$ cat src/rtl/fetch_controller.sv
// Instruction fetch sequencer: owns the PC, addresses the combinational
// program ROM, registers the returned word and hands it to decode with a
// valid/ready handshake. Redirects flush the held word; misaligned or
// out-of-range fetch addresses park the block in a terminal fault state.
module fetch_controller #(
  parameter int unsigned            DATA_WIDTH   = 32,
  parameter int unsigned            MEMORY_DEPTH = 64,
  parameter logic [DATA_WIDTH-1:0]  BASE_ADDRESS = 32'h00400000
) (
  input  logic                  clk,
  input  logic                  reset,
  input  logic                  Start_i,
  input  logic                  Ready_i,
  input  logic                  Redirect_i,
  input  logic [DATA_WIDTH-1:0] Target_i,
  input  logic [DATA_WIDTH-1:0] Instruction_i,
  output logic [DATA_WIDTH-1:0] Address_o,
  output logic [DATA_WIDTH-1:0] Instruction_o,
  output logic [DATA_WIDTH-1:0] PC_o,
  output logic [DATA_WIDTH-1:0] PC_plus4_o,
  output logic                  Valid_o,
  output logic                  Fault_o,
  output logic [DATA_WIDTH-1:0] Fault_addr_o
);

  typedef enum logic [1:0] {
    IDLE  = 2'd0,
    FETCH = 2'd1,
    FAULT = 2'd2
  } state_t;

  // Byte span of the ROM and the word stride, sized to the datapath.
  localparam logic [DATA_WIDTH-1:0] SPAN = DATA_WIDTH'(32'd4 * MEMORY_DEPTH);
  localparam logic [DATA_WIDTH-1:0] FOUR = DATA_WIDTH'(32'd4);

  state_t                state_r, state_n;
  logic [DATA_WIDTH-1:0] pc_r, pc_n;
  logic [DATA_WIDTH-1:0] instr_r, instr_n;
  logic [DATA_WIDTH-1:0] pc_out_r, pc_out_n;
  logic                  valid_r, valid_n;
  logic                  fault_r, fault_n;
  logic [DATA_WIDTH-1:0] fault_addr_r, fault_addr_n;

  logic [DATA_WIDTH-1:0] pc_offset_s;
  logic [DATA_WIDTH-1:0] pc_plus4_s;
  logic                  pc_aligned_s;
  logic                  pc_in_range_s;
  logic                  pc_legal_s;

  // Legality of the PC about to be fetched. The lower-bound compare also
  // keeps a wrapped PC (near 2^DATA_WIDTH) from aliasing into the window.
  always_comb begin
    pc_offset_s   = pc_r - BASE_ADDRESS;
    pc_plus4_s    = pc_r + FOUR;
    pc_aligned_s  = (pc_r[1:0] == 2'b00);
    pc_in_range_s = (pc_r >= BASE_ADDRESS) && (pc_offset_s < SPAN);
    pc_legal_s    = pc_aligned_s && pc_in_range_s;
  end

  // Next-state and next-register logic; every register holds unless an
  // arm below updates it.
  always_comb begin
    state_n      = state_r;
    pc_n         = pc_r;
    instr_n      = instr_r;
    pc_out_n     = pc_out_r;
    valid_n      = valid_r;
    fault_n      = fault_r;
    fault_addr_n = fault_addr_r;
    case (state_r)
      IDLE: begin
        valid_n = 1'b0;
        // Redirect and Start may both act in the same cycle.
        if (Redirect_i) begin
          pc_n = Target_i;
        end else begin
          pc_n = pc_r;
        end
        if (Start_i) begin
          state_n = FETCH;
        end else begin
          state_n = IDLE;
        end
      end
      FETCH: begin
        if (Redirect_i) begin
          // Flush wins over a pending handshake; the target is only
          // checked when it is actually fetched.
          valid_n = 1'b0;
          pc_n    = Target_i;
        end else if (!pc_legal_s) begin
          state_n      = FAULT;
          fault_n      = 1'b1;
          fault_addr_n = pc_r;
          valid_n      = 1'b0;
        end else if (!valid_r || Ready_i) begin
          instr_n  = Instruction_i;
          pc_out_n = pc_r;
          valid_n  = 1'b1;
          pc_n     = pc_plus4_s;
        end else begin
          // Decode is stalling: hold everything, Address_o included.
          valid_n = valid_r;
        end
      end
      FAULT: begin
        valid_n = 1'b0;
      end
      default: begin
        // An unreachable encoding is treated as a fault so fetch stops.
        state_n      = FAULT;
        fault_n      = 1'b1;
        fault_addr_n = pc_r;
        valid_n      = 1'b0;
      end
    endcase
  end

  // State and datapath registers with asynchronous active-low reset.
  always_ff @(posedge clk or negedge reset) begin
    if (!reset) begin
      state_r      <= IDLE;
      pc_r         <= BASE_ADDRESS;
      instr_r      <= '0;
      pc_out_r     <= '0;
      valid_r      <= 1'b0;
      fault_r      <= 1'b0;
      fault_addr_r <= '0;
    end else begin
      state_r      <= state_n;
      pc_r         <= pc_n;
      instr_r      <= instr_n;
      pc_out_r     <= pc_out_n;
      valid_r      <= valid_n;
      fault_r      <= fault_n;
      fault_addr_r <= fault_addr_n;
    end
  end

  assign Address_o     = pc_r;
  assign Instruction_o = instr_r;
  assign PC_o          = pc_out_r;
  assign PC_plus4_o    = pc_out_r + FOUR;
  assign Valid_o       = valid_r;
  assign Fault_o       = fault_r;
  assign Fault_addr_o  = fault_addr_r;

endmodule

$ cat config.mk
export PLATFORM = sky130hd
export DESIGN_NAME = fetch_controller
export DESIGN_NICKNAME = d
export VERILOG_FILES = /design/src/rtl/fetch_controller.sv
export SDC_FILE = /design/constraint.sdc
export NUM_CORES = 1
export LEC_CHECK = 0
export CAP_MARGIN = 10
export CORE_MARGIN = 2
export CORE_UTILIZATION = 57
export CTS_CLUSTER_SIZE = 12
export DETAILED_ROUTE_END_ITERATION = 12
export DONT_BUFFER_PORTS = 1
export GPL_ROUTABILITY_DRIVEN = 0
export GPL_TIMING_DRIVEN = 0
export PLACE_DENSITY = 0.75
export RECOVER_POWER = 100
export SLEW_MARGIN = 10
export SYNTH_ARGS = -nofsm -noshare
export SYNTH_HDL_FRONTEND = slang
export SYNTH_SLANG_ARGS = --single-unit
$ cat constraint.sdc
create_clock -name clk -period 2.31 [get_ports clk]
set_input_delay 0.231 -clock clk [delete_from_list [all_inputs] [get_ports clk]]
set_output_delay 0.231 -clock clk [all_outputs]
set_load 0.005 [all_outputs]
# Yosys cells after proc, flatten, opt, wreduce, memory -nomap -nowiden
# Cells that the tools add are included.
[totals]
reg_bits = 132
output_inout_bits = 162
[classes]
n_addsub = 3
order_cmp = 2
eq_ne = 8
n_mux = 19
bitwise = 3
reduce_logical = 12
[ops]
columns = ["cell", "count"]
rows = [
  ["$mux W32", 6],
  ["$pmux W32 S2", 2],
  ["$add A32 B3 Y32 const B", 2],
  ["$ge A32 B23 Y1 const B", 1],
  ["$lt A32 B9 Y1 const B", 1],
  ["$sub A32 B23 Y32 const B", 1],
  ["$reduce_and A4 Y1", 2],
  ["$mux W1", 7],
  ["$ne A2 B2 Y1 const B", 3],
  ["$ne A3 B3 Y1 const B", 2],
  ["$pmux W2 S3", 1],
  ["$reduce_and A3 Y1", 2],
  ["$logic_not A2 Y1", 2],
  ["$mux W2", 2],
  ["$ne A4 B4 Y1 const B", 1],
  ["$not A1 Y1", 3],
  ["$eq A2 B1 Y1 const B", 1],
  ["$eq A2 B2 Y1 const B", 1],
  ["$logic_and A1 B1 Y1", 2],
  ["$pmux W1 S2", 1],
  ["$reduce_bool A2 Y1", 1],
  ["$reduce_or A2 Y1", 1],
  ["$logic_not A1 Y1", 1],
  ["$logic_or A1 B1 Y1", 1],
]

# Longest topological paths before layout
# Gate-level depths: netlist of run 1.
[depth]
word_depth = 7
ltp_mapped = 7
depth_no_buf = 6

# Worst setup path after synthesis of run 1
# Ideal clock, no wire load.
[synth_path]
path_type = "register -> register"
startpoint = "reg pc_r[22], in the netlist Address_o[22]"
endpoint = "reg pc_out_r[6], in the netlist PC_o[6]"
setup_ns = 0.128
arrival_ns = 2.200
required_ns = 2.182
slack_ns = -0.017
path_stages_with_launch = 7
path_buffers = 1
synth_period_minus_slack_ns = 2.327
cell_sequence = "dfstp_2 nor4b_2 nand4_1 or3_1 nor3_4 buf_2 mux2_1"
[synth_between]
elab_chain_len = 5
word_cells_on_any_way = 6
[synth_rtl]
columns = ["element", "line", "source"]
rows = [
  ["start, declared", "37", "logic [DATA_WIDTH-1:0] pc_r, pc_n;"],
  ["start signal, assigned", "131", "pc_r <= pc_n;"],
  ["$sub A32 B23 Y32", "53", "pc_offset_s = pc_r - BASE_ADDRESS;"],
  ["$lt A32 B9 Y1", "56", "pc_in_range_s = (pc_r >= BASE_ADDRESS) && (pc_offset_s < SPAN);"],
  ["$logic_and A1 B1 Y1 *", "56", ""],
  ["$logic_and A1 B1 Y1 *", "57", "pc_legal_s = pc_aligned_s && pc_in_range_s;"],
  ["$reduce_and A4 Y1 (no source line) *", "--", ""],
  ["end signal, assigned", "133", "pc_out_r <= pc_out_n;"],
  ["end, declared", "39", "logic [DATA_WIDTH-1:0] pc_out_r, pc_out_n;"],
]
# Mark *: on every way between the ends. The rest lies on a longest branch, timed or not.
# A chain may end at the register's enable or synchronous reset.

# Worst setup path in the final report of run 1
[layout_path]
startpoint = "reg pc_out_r[3], in the netlist PC_o[3]"
endpoint = "out PC_plus4_o[26]"
[layout_between]
elab_chain_len = 1
[layout_rtl]
columns = ["element", "line", "source"]
rows = [
  ["$add A32 B3 Y32", "143", "assign PC_plus4_o = pc_out_r + FOUR;"],
  ["end, declared", "20", "output logic [DATA_WIDTH-1:0] PC_plus4_o,"],
]
# No other way between the ends.

==> results of run 1 <==
repair_timing:
| item | CTS | global route |
|---|---|---|
| hold endpoints to repair | 194 | 132 |
| gates resized for setup | 42 | 41 |
| setup buffers | 17 | 5 |
| endpoints found under the setup margin | 132 | 129 |
| cloned | 2 | 0 |
| pin swaps | 7 | 12 |
per-stage QoR:
stage	power [mW]	hold slack [ns]	setup slack, ns
6_report	6.95	-0.591	-0.215
5_1_grt	7.28	-0.624	-0.303
4_1_cts	6.95	-0.612	-0.103
3_5_place_dp	4.22	-0.0616	-0.496
3_3_place_gp	4.17	-0.0615	-0.433
2_1_floorplan	3.87	-0.0646	0.0200
kinds of logic (layout without fill, tap and decap cells):
logic type / Yosys count / in the layout / synth area share
buf+inv: 29 / 141 / 0.0232
simple gates: 180 / 180 / 0.168
flops: 132 / 132 / 0.562
compound gates: 55 / 55 / 0.0579
other cells: 0 / 1 / 0
xor+xnor: 29 / 29 / 0.0432
fa+ha+maj: 3 / 3 / 0.00639
mux: 73 / 73 / 0.139
state kept, by name, summed over array words and instances (netlist names):
register       flops
PC_o              32
Instruction_o     32
Address_o         32
state_r            2
Valid_o            1
Fault_addr_o      32
Fault_o            1
worst register-to-register path, delay by kind of cell (launching register included):
family	cells	cell delay (ns)
DFF	1	0.60
muxes	1	0.31
and+or+nand+nor	4	1.00
buffers and inverters	2	0.44
worst max-delay path by stage:
stage | startpoint | to | slack, ns | cells past startpoint
detailed placement | Address_o[30] | Instruction_o[5] | -0.50 | 6
floorplan | Address_o[13] | PC_o[3] | 0.02 | 6
global placement | Address_o[30] | Instruction_o[8] | -0.43 | 6
global route | PC_o[3] | PC_plus4_o[26] | -0.30 | 6
finish | PC_o[3] | PC_plus4_o[26] | -0.21 | 6
CTS | Address_o[22] | Instruction_o[9] | -0.10 | 7
power breakdown:
part	total [mW]	switching, mW	internal (mW)	leakage, nW
Clock	2.58	0.939	1.64	0.280
Sequential	3.54	0.716	2.82	1.65
Combinational	0.830	0.332	0.498	1.57
Total	6.95	1.99	4.96	3.49
routing by layer:
metal / routed length (µm) / global-route usage / vias to the layer above / share of wire
li1: - / - / 1985 / -
met1: 6050 / 0.335 / 2235 / 0.37
met2: 8440 / 0.488 / 248 / 0.52
met3: 1390 / 0.100 / 52 / 0.085
met4: 490 / 0.125 / 0 / 0.030
met5: 0 / 0 / - / 0
cell type report:
cell class / instances / share of cell area
flip-flops and latches: 132 / 0.425
multi-input cells: 340 / 0.350
repair buffers: 83 / 0.107
clock buffers: 23 / 0.0612
well taps: 136 / 0.0219
plain buffers: 22 / 0.0194
clock inverters: 9 / 0.0132
inverters: 4 / 0.00193
diodes: 1 / 0.000321
placed cells by master, fill, tap and decap left out, types with 5 or more instances in the layout:
cell / instances
xnor2_1: 13
clkbuf_1: 13
nand4_1: 8
a21oi_1: 18
o21ai_0: 11
clkbuf_8: 5
nor2_1: 23
dlygate4sd3_1: 62
xnor2_2: 6
o22ai_1: 7
nor2b_1: 28
nand2_1: 46
xor2_1: 9
mux2_2: 31
mux2_1: 20
and4_1: 13
dfrtp_1: 129
clkbuf_16: 16
mux2_4: 18
and3_1: 6
buf_4: 19
nand3_1: 19
==> impl_metrics.py, run 1 <==
metrics = {
    "sta": {
        "hold_viol": 132,
        "hold_slack_ns": -0.591,
        "finClkSkew_ns": 0.00913,
        "fmax_mhz": 396,
        "setup_tns_ns": -3.95,
        "rsz0062_at_grt": "yes",
        "fin_ws_ns": -0.215,
        "slew_headroom": 0.533,
        "setup_violations": 83,
        "period_share": 1.09,
        "slew_violations": 0,
        "tightest_slew_ns": 0.697,
        "fin_crit_ns": 2.52,
    },
    "logic_synthesis": {
        "synth_top_area_frac": 0.558,
        "yosysSeqAreaShare": 0.562,
        "synthArstFlopShare": 1.00,
        "syn_area_mm2": 0.00588,
        "synth_cells": 501,
        "synth.most_common_cell": "dfrtp_1",
        "synth_cell_types": 47,
        "synth_top_cells_by_count": "dfrtp_1 (131), nand2_1 (47), mux2_1 (38)",
        "synth_seq_cells": 132,
        "synth_top_cell_by_area": "dfrtp_1",
        "ys_top_cells_by_area": "dfrtp_1 (56%), mux2_1 (7.3%), mux2_2 (5.9%)",
        "ys.warnings.count": 0,
        "postSynthAreaPerCell_um2": 11.7,
        "synth_edf_count": 0,
        "syn_nets": 573,
        "synthFlopType": "dfrtp_1",
    },
    "setup_path": {
        "path_common_cell": "and4_1",
        "reg2reg_slack_ns": -0.16,
        "path_cells": "ha_1 > and4_1 > nand4_1 > nor2_4 > and4_1 > xor2_1",
        "arrival_ns": 2.29,
        "rr_endpoint": "Instruction_o[17]",
        "cp_slowest_cell": "dfrtp_2",
        "reg2reg_from": "Address_o[22]",
        "cp_max_fo": 5,
        "cp-start-kind": "register",
        "critical_path.endpoint_type": "output port",
        "r2r_cells": 7,
        "path_buf_inv": 0,
        "critPathTopFamily": "simple AND/OR/NAND/NOR gates",
        "worst_path_largest_cell_delay_ns": 0.44,
        "cp.required_ns": 2.08,
        "critical_path_class": "register to output port",
    },
    "global_route": {
        "grt_usage": 0.289,
        "grt_max_degree": 133,
        "grt_pass1_wl_mm": 24.8,
        "grt_pass1_vias": 4725,
        "antenna_found_initial": 1,
        "grt_overflow": 0,
    },
    "final_layout": {
        "final_area_mm2": 0.00778,
        "area_delta_synth_final_pct": 32.5,
        "drive_above_1_share": 0.245,
        "num-nets-final": 672,
        "utilization": 0.764,
        "regArea_mm2": 0.00331,
        "multi_input_area_mm2": 0.00272,
        "stdcell_count": 750,
        "fillers": 643,
    },
    "pwr": {
        "cellLeakagePower_nw": 3.49,
        "powerDensity_mw_per_mm2": 892,
        "ir_worst_vdd_mv": 0.655,
    },
    "cts": {
        "cts-buffers-inserted": 17,
        "cts_tree": "yes",
        "cts-root-buf": "clkbuf_8",
        "htree_num_levels": 4,
        "path_clk_slew_ns": 0.06,
        "cts_buffer_depth": 2,
        "clock_sinks": 132,
        "cts_hold_buf": 62,
        "clk_latency_ns": 0.52,
    },
    "place": {
        "postPlaceCellArea_mm2": 0.00609,
        "dp_hpwl_mm": 10.3,
        "portBuffers": 0,
        "place_inst": 637,
    },
    "route": {
        "vias": 4520,
        "wl_per_cell_um": 21.8,
        "routed_wl_mm": 16.4,
        "avgViaCountPerCell": 6.03,
        "drt_iter0_markers": 398,
        "ant_nets": 0,
        "drc": 0,
        "drtPass1Iterations": 5,
    },
    "outcome": {
        "status": "complete, but fails checks",
        "violations": "hold timing, setup timing",
    },
    "floorplan": {
        "die_h_um": 106,
        "fp-row-count": 37,
        "fp.dieW_um": 106,
        "boundaryPins": 231,
        "die_area_mm2": 0.0111,
        "core-area_mm2": 0.0102,
        "initial_core_util": 0.577,
    },
    "run": {
        "drv_cap": 0,
    },
    "hold_path": {
        "worstHoldPathType": "input port to async pin",
    },
}
No activity file was read; power rests on OpenSTA's default activity.
==> run 2: changes to the inputs <==
--- a/config.mk
+++ b/config.mk
@@ -8,11 +8,13 @@
 export CAP_MARGIN = 10
 export CORE_MARGIN = 2
 export CORE_UTILIZATION = 57
+export CTS_CLUSTER_DIAMETER = 200
 export CTS_CLUSTER_SIZE = 12
 export DETAILED_ROUTE_END_ITERATION = 12
 export DONT_BUFFER_PORTS = 1
 export GPL_ROUTABILITY_DRIVEN = 0
 export GPL_TIMING_DRIVEN = 0
+export HOLD_SLACK_MARGIN = 0.03
 export PLACE_DENSITY = 0.75
 export RECOVER_POWER = 100
 export SLEW_MARGIN = 10
==> run 2 against run 1 <==
Net effect: the flow still finishes with violations (hold timing, setup timing); sequential share of layout area down 0.11 points; critical endpoint unchanged; worst hold slack lost 0.0019 ns; clock-buffer cell count unchanged; non-clock buffer count up 2; fmax decreased by 0.11%; sequential power about the same; largest power group unchanged; utilization increased by 0.20 points.
==> impl_metrics.py, run 2 (synthesized netlist as in run 1, its figures left out) <==
metrics = {
    "final_layout": {
        "num-nets-final": 674,
        "final_area_mm2": 0.00780,
        "drive_above_1_share": 0.244,
        "final_common_cell": "dfrtp_1",
        "fillers": 644,
        "area_delta_synth_final_pct": 32.8,
        "final_cell_mix": "dfrtp_1 (129), dlygate4sd3_1 (64), nand2_1 (46)",
    },
    "floorplan": {
        "fp-row-count": 37,
        "core-area_mm2": 0.0102,
        "boundaryPins": 231,
        "initial_core_util": 0.577,
        "die_area_mm2": 0.0111,
        "die_h_um": 106,
        "fp.dieW_um": 106,
    },
    "place": {
        "portBuffers": 0,
        "postPlaceCellArea_mm2": 0.00609,
        "dp_hpwl_mm": 10.3,
    },
    "setup_path": {
        "cp.required_ns": 2.08,
        "worst_path_largest_cell_delay_ns": 0.44,
        "path_cells": "ha_1 > and4_1 > nand4_1 > nor2_4 > and4_1 > xor2_1",
        "cp_max_fo": 5,
        "critical_path_class": "register to output port",
        "cp-start-kind": "register",
        "path_buf_inv": 0,
        "arrival_ns": 2.30,
        "cp_slowest_cell": "dfrtp_2",
        "path_common_cell": "and4_1",
        "critPathTopFamily": "simple AND/OR/NAND/NOR gates",
        "critical_path.endpoint_type": "output port",
    },
    "global_route": {
        "grt_usage": 0.290,
        "grt_pass1_vias": 4734,
        "grt_overflow": 0,
        "grt_max_degree": 133,
        "antenna_found_initial": 1,
        "grt_pass1_wl_mm": 24.8,
    },
    "sta": {
        "fin_ws_ns": -0.218,
        "fin_crit_ns": 2.53,
        "hold_slack_ns": -0.593,
        "tightest_slew_ns": 0.697,
        "rsz0062_at_grt": "yes",
        "slew_violations": 0,
        "slew_headroom": 0.533,
        "fmax_mhz": 396,
        "finClkSkew_ns": 0.00993,
        "period_share": 1.09,
        "setup_violations": 87,
        "hold_viol": 132,
    },
    "route": {
        "drt_iter0_markers": 367,
        "avgViaCountPerCell": 6.07,
        "routed_wl_mm": 16.4,
        "ant_nets": 0,
        "drtPass1Iterations": 5,
        "vias": 4567,
        "wl_per_cell_um": 21.9,
        "drc": 0,
    },
    "run": {
        "drv_cap": 0,
    },
    "hold_path": {
        "worstHoldPathType": "input port to async pin",
    },
    "cts": {
        "cts_hold_buf": 64,
        "cts-root-buf": "clkbuf_8",
        "cts_buffer_depth": 2,
        "cts-buffers-inserted": 17,
        "htree_num_levels": 4,
        "path_clk_slew_ns": 0.06,
        "clock_sinks": 132,
        "cts_tree": "yes",
        "clk_latency_ns": 0.52,
    },
    "outcome": {
        "status": "complete, but fails checks",
        "violations": "hold timing, setup timing",
    },
    "pwr": {
        "ir_worst_vdd_mv": 0.657,
        "power_mw": 6.96,
        "cellLeakagePower_nw": 3.50,
        "powerDensity_mw_per_mm2": 892,
    },
}
-- run 2: cell type report --
cell class / instances / area (µm²) / area share
buffer: 22 / 151 / 0.0194
multi-input combinational: 340 / 2720 / 0.349
tap: 136 / 170 / 0.0218
inverter: 4 / 15.0 / 0.00192
clock inverter: 9 / 103 / 0.0131
sequential: 132 / 3310 / 0.424
timing repair buffer: 85 / 856 / 0.110
antenna: 1 / 2.50 / 0.000321
clock buffer: 23 / 477 / 0.0611
-- run 2: report_power, final --
part,switching [mW],total (mW),internal (mW)
clock network,0.949,2.59,1.64
registers,0.720,3.54,2.82
logic,0.334,0.834,0.500
-- run 2: per-stage QoR --
stage	hold slack, ns	util	instances	setup TNS (ns)	setup WS, ns
after floorplan	-0.0646	-	501	0	0.0200
after global placement	-0.0615	0.598	637	-29.11	-0.433
after detailed placement	-0.0616	0.598	637	-33.06	-0.496
after CTS	-0.612	0.752	750	-1.15	-0.103
after global routing	-0.624	0.766	752	-13.51	-0.303
final	-0.593	0.766	752	-4.37	-0.218
-- run 2: path summary, 6_finish.rpt --
| check | startpoint | endpoint | slack (ns) | cells past startpoint |
|---|---|---|---|---|
| worst max-delay path | PC_o[3] | PC_plus4_o[26] | -0.22 | 6 |
| max in group asynchronous | reset | Address_o[22] | 2.62 | 0 |
| min in group clk | Target_i[4] | Address_o[4] | 0.07 | 3 |
| worst min register to register | Fault_o | Fault_o | 0.50 | 1 |
| worst min-delay path | reset | PC_o[16] | -0.59 | 0 |
| worst max register to register | Address_o[22] | Instruction_o[17] | -0.16 | 7 |
-- run 2: routing by layer --
metal  vias up  GRT usage  wire length [µm]
met2       265      0.491              8460
met1      2264      0.335              6060
met4         0      0.125               478
met5         -          0                 0
li1       1990          -                 -
met3        48     0.0989              1440
-- run 2: repair_timing --
action | CTS | global route
pin swaps | 7 | 12
cloned | 2 | 0
resized for setup | 42 | 41
setup endpoints to repair | 132 | 129
endpoints found under the hold margin | 196 | 132
buffers inserted | 17 | 5
==> run 3: changes to the inputs <==
--- a/config.mk
+++ b/config.mk
@@ -14,9 +14,9 @@
 export DONT_BUFFER_PORTS = 1
 export GPL_ROUTABILITY_DRIVEN = 0
 export GPL_TIMING_DRIVEN = 0
-export HOLD_SLACK_MARGIN = 0.03
 export PLACE_DENSITY = 0.75
 export RECOVER_POWER = 100
+export REMOVE_ABC_BUFFERS = 1
 export SLEW_MARGIN = 10
 export SYNTH_ARGS = -nofsm -noshare
 export SYNTH_HDL_FRONTEND = slang
==> run 3 against run 2 <==
Net effect: the flow still finishes with violations (hold timing, setup timing); global-route usage increased by 4.3 points; critical path depth decreased by 1; worst setup slack got worse by 0.069 ns; cell area increased by 9.5%; sequential cell count unchanged; fmax decreased by 2.7%; via count increased by 8.9%; worst hold slack got worse by 0.0075 ns; clock skew decreased by 0.00063 ns; clock-buffer cell count decreased by 3; sequential share of layout area decreased by 3.4 points; largest cell class unchanged.
==> impl_metrics.py, run 3 (synthesized netlist as in run 1, its figures left out) <==
metrics = {
    "setup_path": {
        "rr_endpoint": "Instruction_o[1]",
        "crit_start": "PC_o[3]",
        "cp-start-kind": "register",
        "reg2reg_slack_ns": -0.23,
        "cp_max_fo": 5,
        "arrival_ns": 2.37,
        "critical_path.endpoint_type": "output port",
        "r2r_cells": 8,
        "cp.required_ns": 2.08,
        "critical_path_class": "register to output port",
        "reg2reg_from": "state_r[1]",
    },
    "pwr": {
        "power_mw": 7.23,
        "powerDensity_mw_per_mm2": 846,
        "ir_worst_vdd_mv": 0.571,
        "cellLeakagePower_nw": 3.77,
    },
    "global_route": {
        "grt_max_degree": 133,
        "grt_pass1_wl_mm": 28.2,
        "grt_overflow": 0,
        "antenna_found_initial": 0,
        "grt_pass1_vias": 4900,
        "grt_usage": 0.332,
    },
    "floorplan": {
        "die_h_um": 106,
        "fp-row-count": 37,
        "initial_core_util": 0.577,
        "die_area_mm2": 0.0111,
        "core-area_mm2": 0.0102,
        "boundaryPins": 231,
        "fp.dieW_um": 106,
    },
    "sta": {
        "finClkSkew_ns": 0.00930,
        "setup_violations": 98,
        "fin_crit_ns": 2.60,
        "period_share": 1.12,
        "hold_slack_ns": -0.601,
        "fin_ws_ns": -0.287,
        "hold_viol": 132,
        "slew_headroom": 0.411,
        "fmax_mhz": 385,
        "tightest_slew_ns": 0.879,
        "rsz0062_at_grt": "yes",
        "slew_violations": 0,
    },
    "final_layout": {
        "stdcell_count": 765,
        "num-nets-final": 688,
        "drive_above_1_share": 0.380,
        "regArea_mm2": 0.00333,
        "fillers": 495,
        "multi_input_area_mm2": 0.00309,
        "area_delta_synth_final_pct": 45.4,
        "final_common_cell": "dfrtp_1",
        "final_cell_mix": "dfrtp_1 (113), dlygate4sd3_1 (63), nand2_1 (44)",
        "antenna_cells": 0,
    },
    "route": {
        "drtPass1Iterations": 5,
        "drt_iter0_markers": 379,
        "vias": 4972,
        "drc": 0,
        "ant_nets": 0,
        "avgViaCountPerCell": 6.50,
        "wl_per_cell_um": 27.6,
        "routed_wl_mm": 21.1,
    },
    "cts": {
        "cts_hold_buf": 63,
        "cts-root-buf": "clkbuf_8",
        "clock_sinks": 132,
        "cts-buffers-inserted": 17,
        "cts_tree": "yes",
        "cts_buffer_depth": 2,
        "path_clk_slew_ns": 0.06,
        "htree_num_levels": 4,
        "clk_latency_ns": 0.53,
    },
    "outcome": {
        "violations": "hold timing, setup timing",
        "status": "complete, but fails checks",
    },
    "place": {
        "dp_hpwl_mm": 9.63,
        "place_inst": 616,
        "pre_cts_slack_ns": -0.744,
        "portBuffers": 0,
    },
    "hold_path": {
        "worstHoldPathType": "input port to async pin",
    },
    "run": {
        "drv_cap": 0,
    },
}
run 3: worst max path at each step:
stage | endpoint | slack (ns)
6_report | PC_plus4_o[31] | -0.29
5_1_grt | Instruction_o[0] | -0.32
4_1_cts | PC_o[4] | -0.24
3_5_place_dp | Instruction_o[24] | -0.74
3_3_place_gp | Instruction_o[1] | -1.76
2_1_floorplan | Instruction_o[0] | -1.00
run 3: what timing repair did:
action | 4_1_cts | 5_1_grt
hold endpoints to repair | 195 | 132
cloned | 6 | 7
pin swaps | 16 | 15
endpoints found under the setup margin | 144 | 124
gates resized for setup | 105 | 67
buffers inserted | 33 | 13
run 3: final cells by class:
class	count	share of cell area
inverters	4	0.00176
clock buffers	20	0.0533
multi-input cells	345	0.361
repair buffers	116	0.156
clock inverters	12	0.0180
well taps	136	0.0199
flip-flops and latches	132	0.389
run 3: report_power, final:
part	leakage, nW	internal [mW]	switching (mW)	total (mW)
Combinational	1.86	0.520	0.340	0.860
Clock	0.281	1.73	1.11	2.83
Sequential	1.62	2.82	0.717	3.54
run 3: worst max-delay path: stages, from the launching register on:
cell,delay [ns]
dfrtp_2,0.44
nand3_2,0.15
nor4_4,0.42
nand4_1,0.32
nor2_2,0.24
xor2_2,0.26
run 3: metrics by stage:
step / instance area, µm² / setup TNS [ns] / util
2_1_floorplan: 5760 / -65.65 / -
3_3_place_gp: 5930 / -155.32 / 0.582
3_5_place_dp: 6000 / -50.80 / 0.589
4_1_cts: 8090 / -12.35 / 0.795
5_1_grt: 8540 / -22.96 / 0.839
6_report: 8540 / -14.41 / 0.839
run 3: metal layers:
layer  vias up  wire, µm  part of all wire  track usage
met3        93      2210              0.10        0.105
met5         -         0                 0            0
met1      2460      7600              0.36        0.404
met2       406     10200              0.48        0.562
li1       2013         -                 -            -
met4         0      1090             0.051        0.115
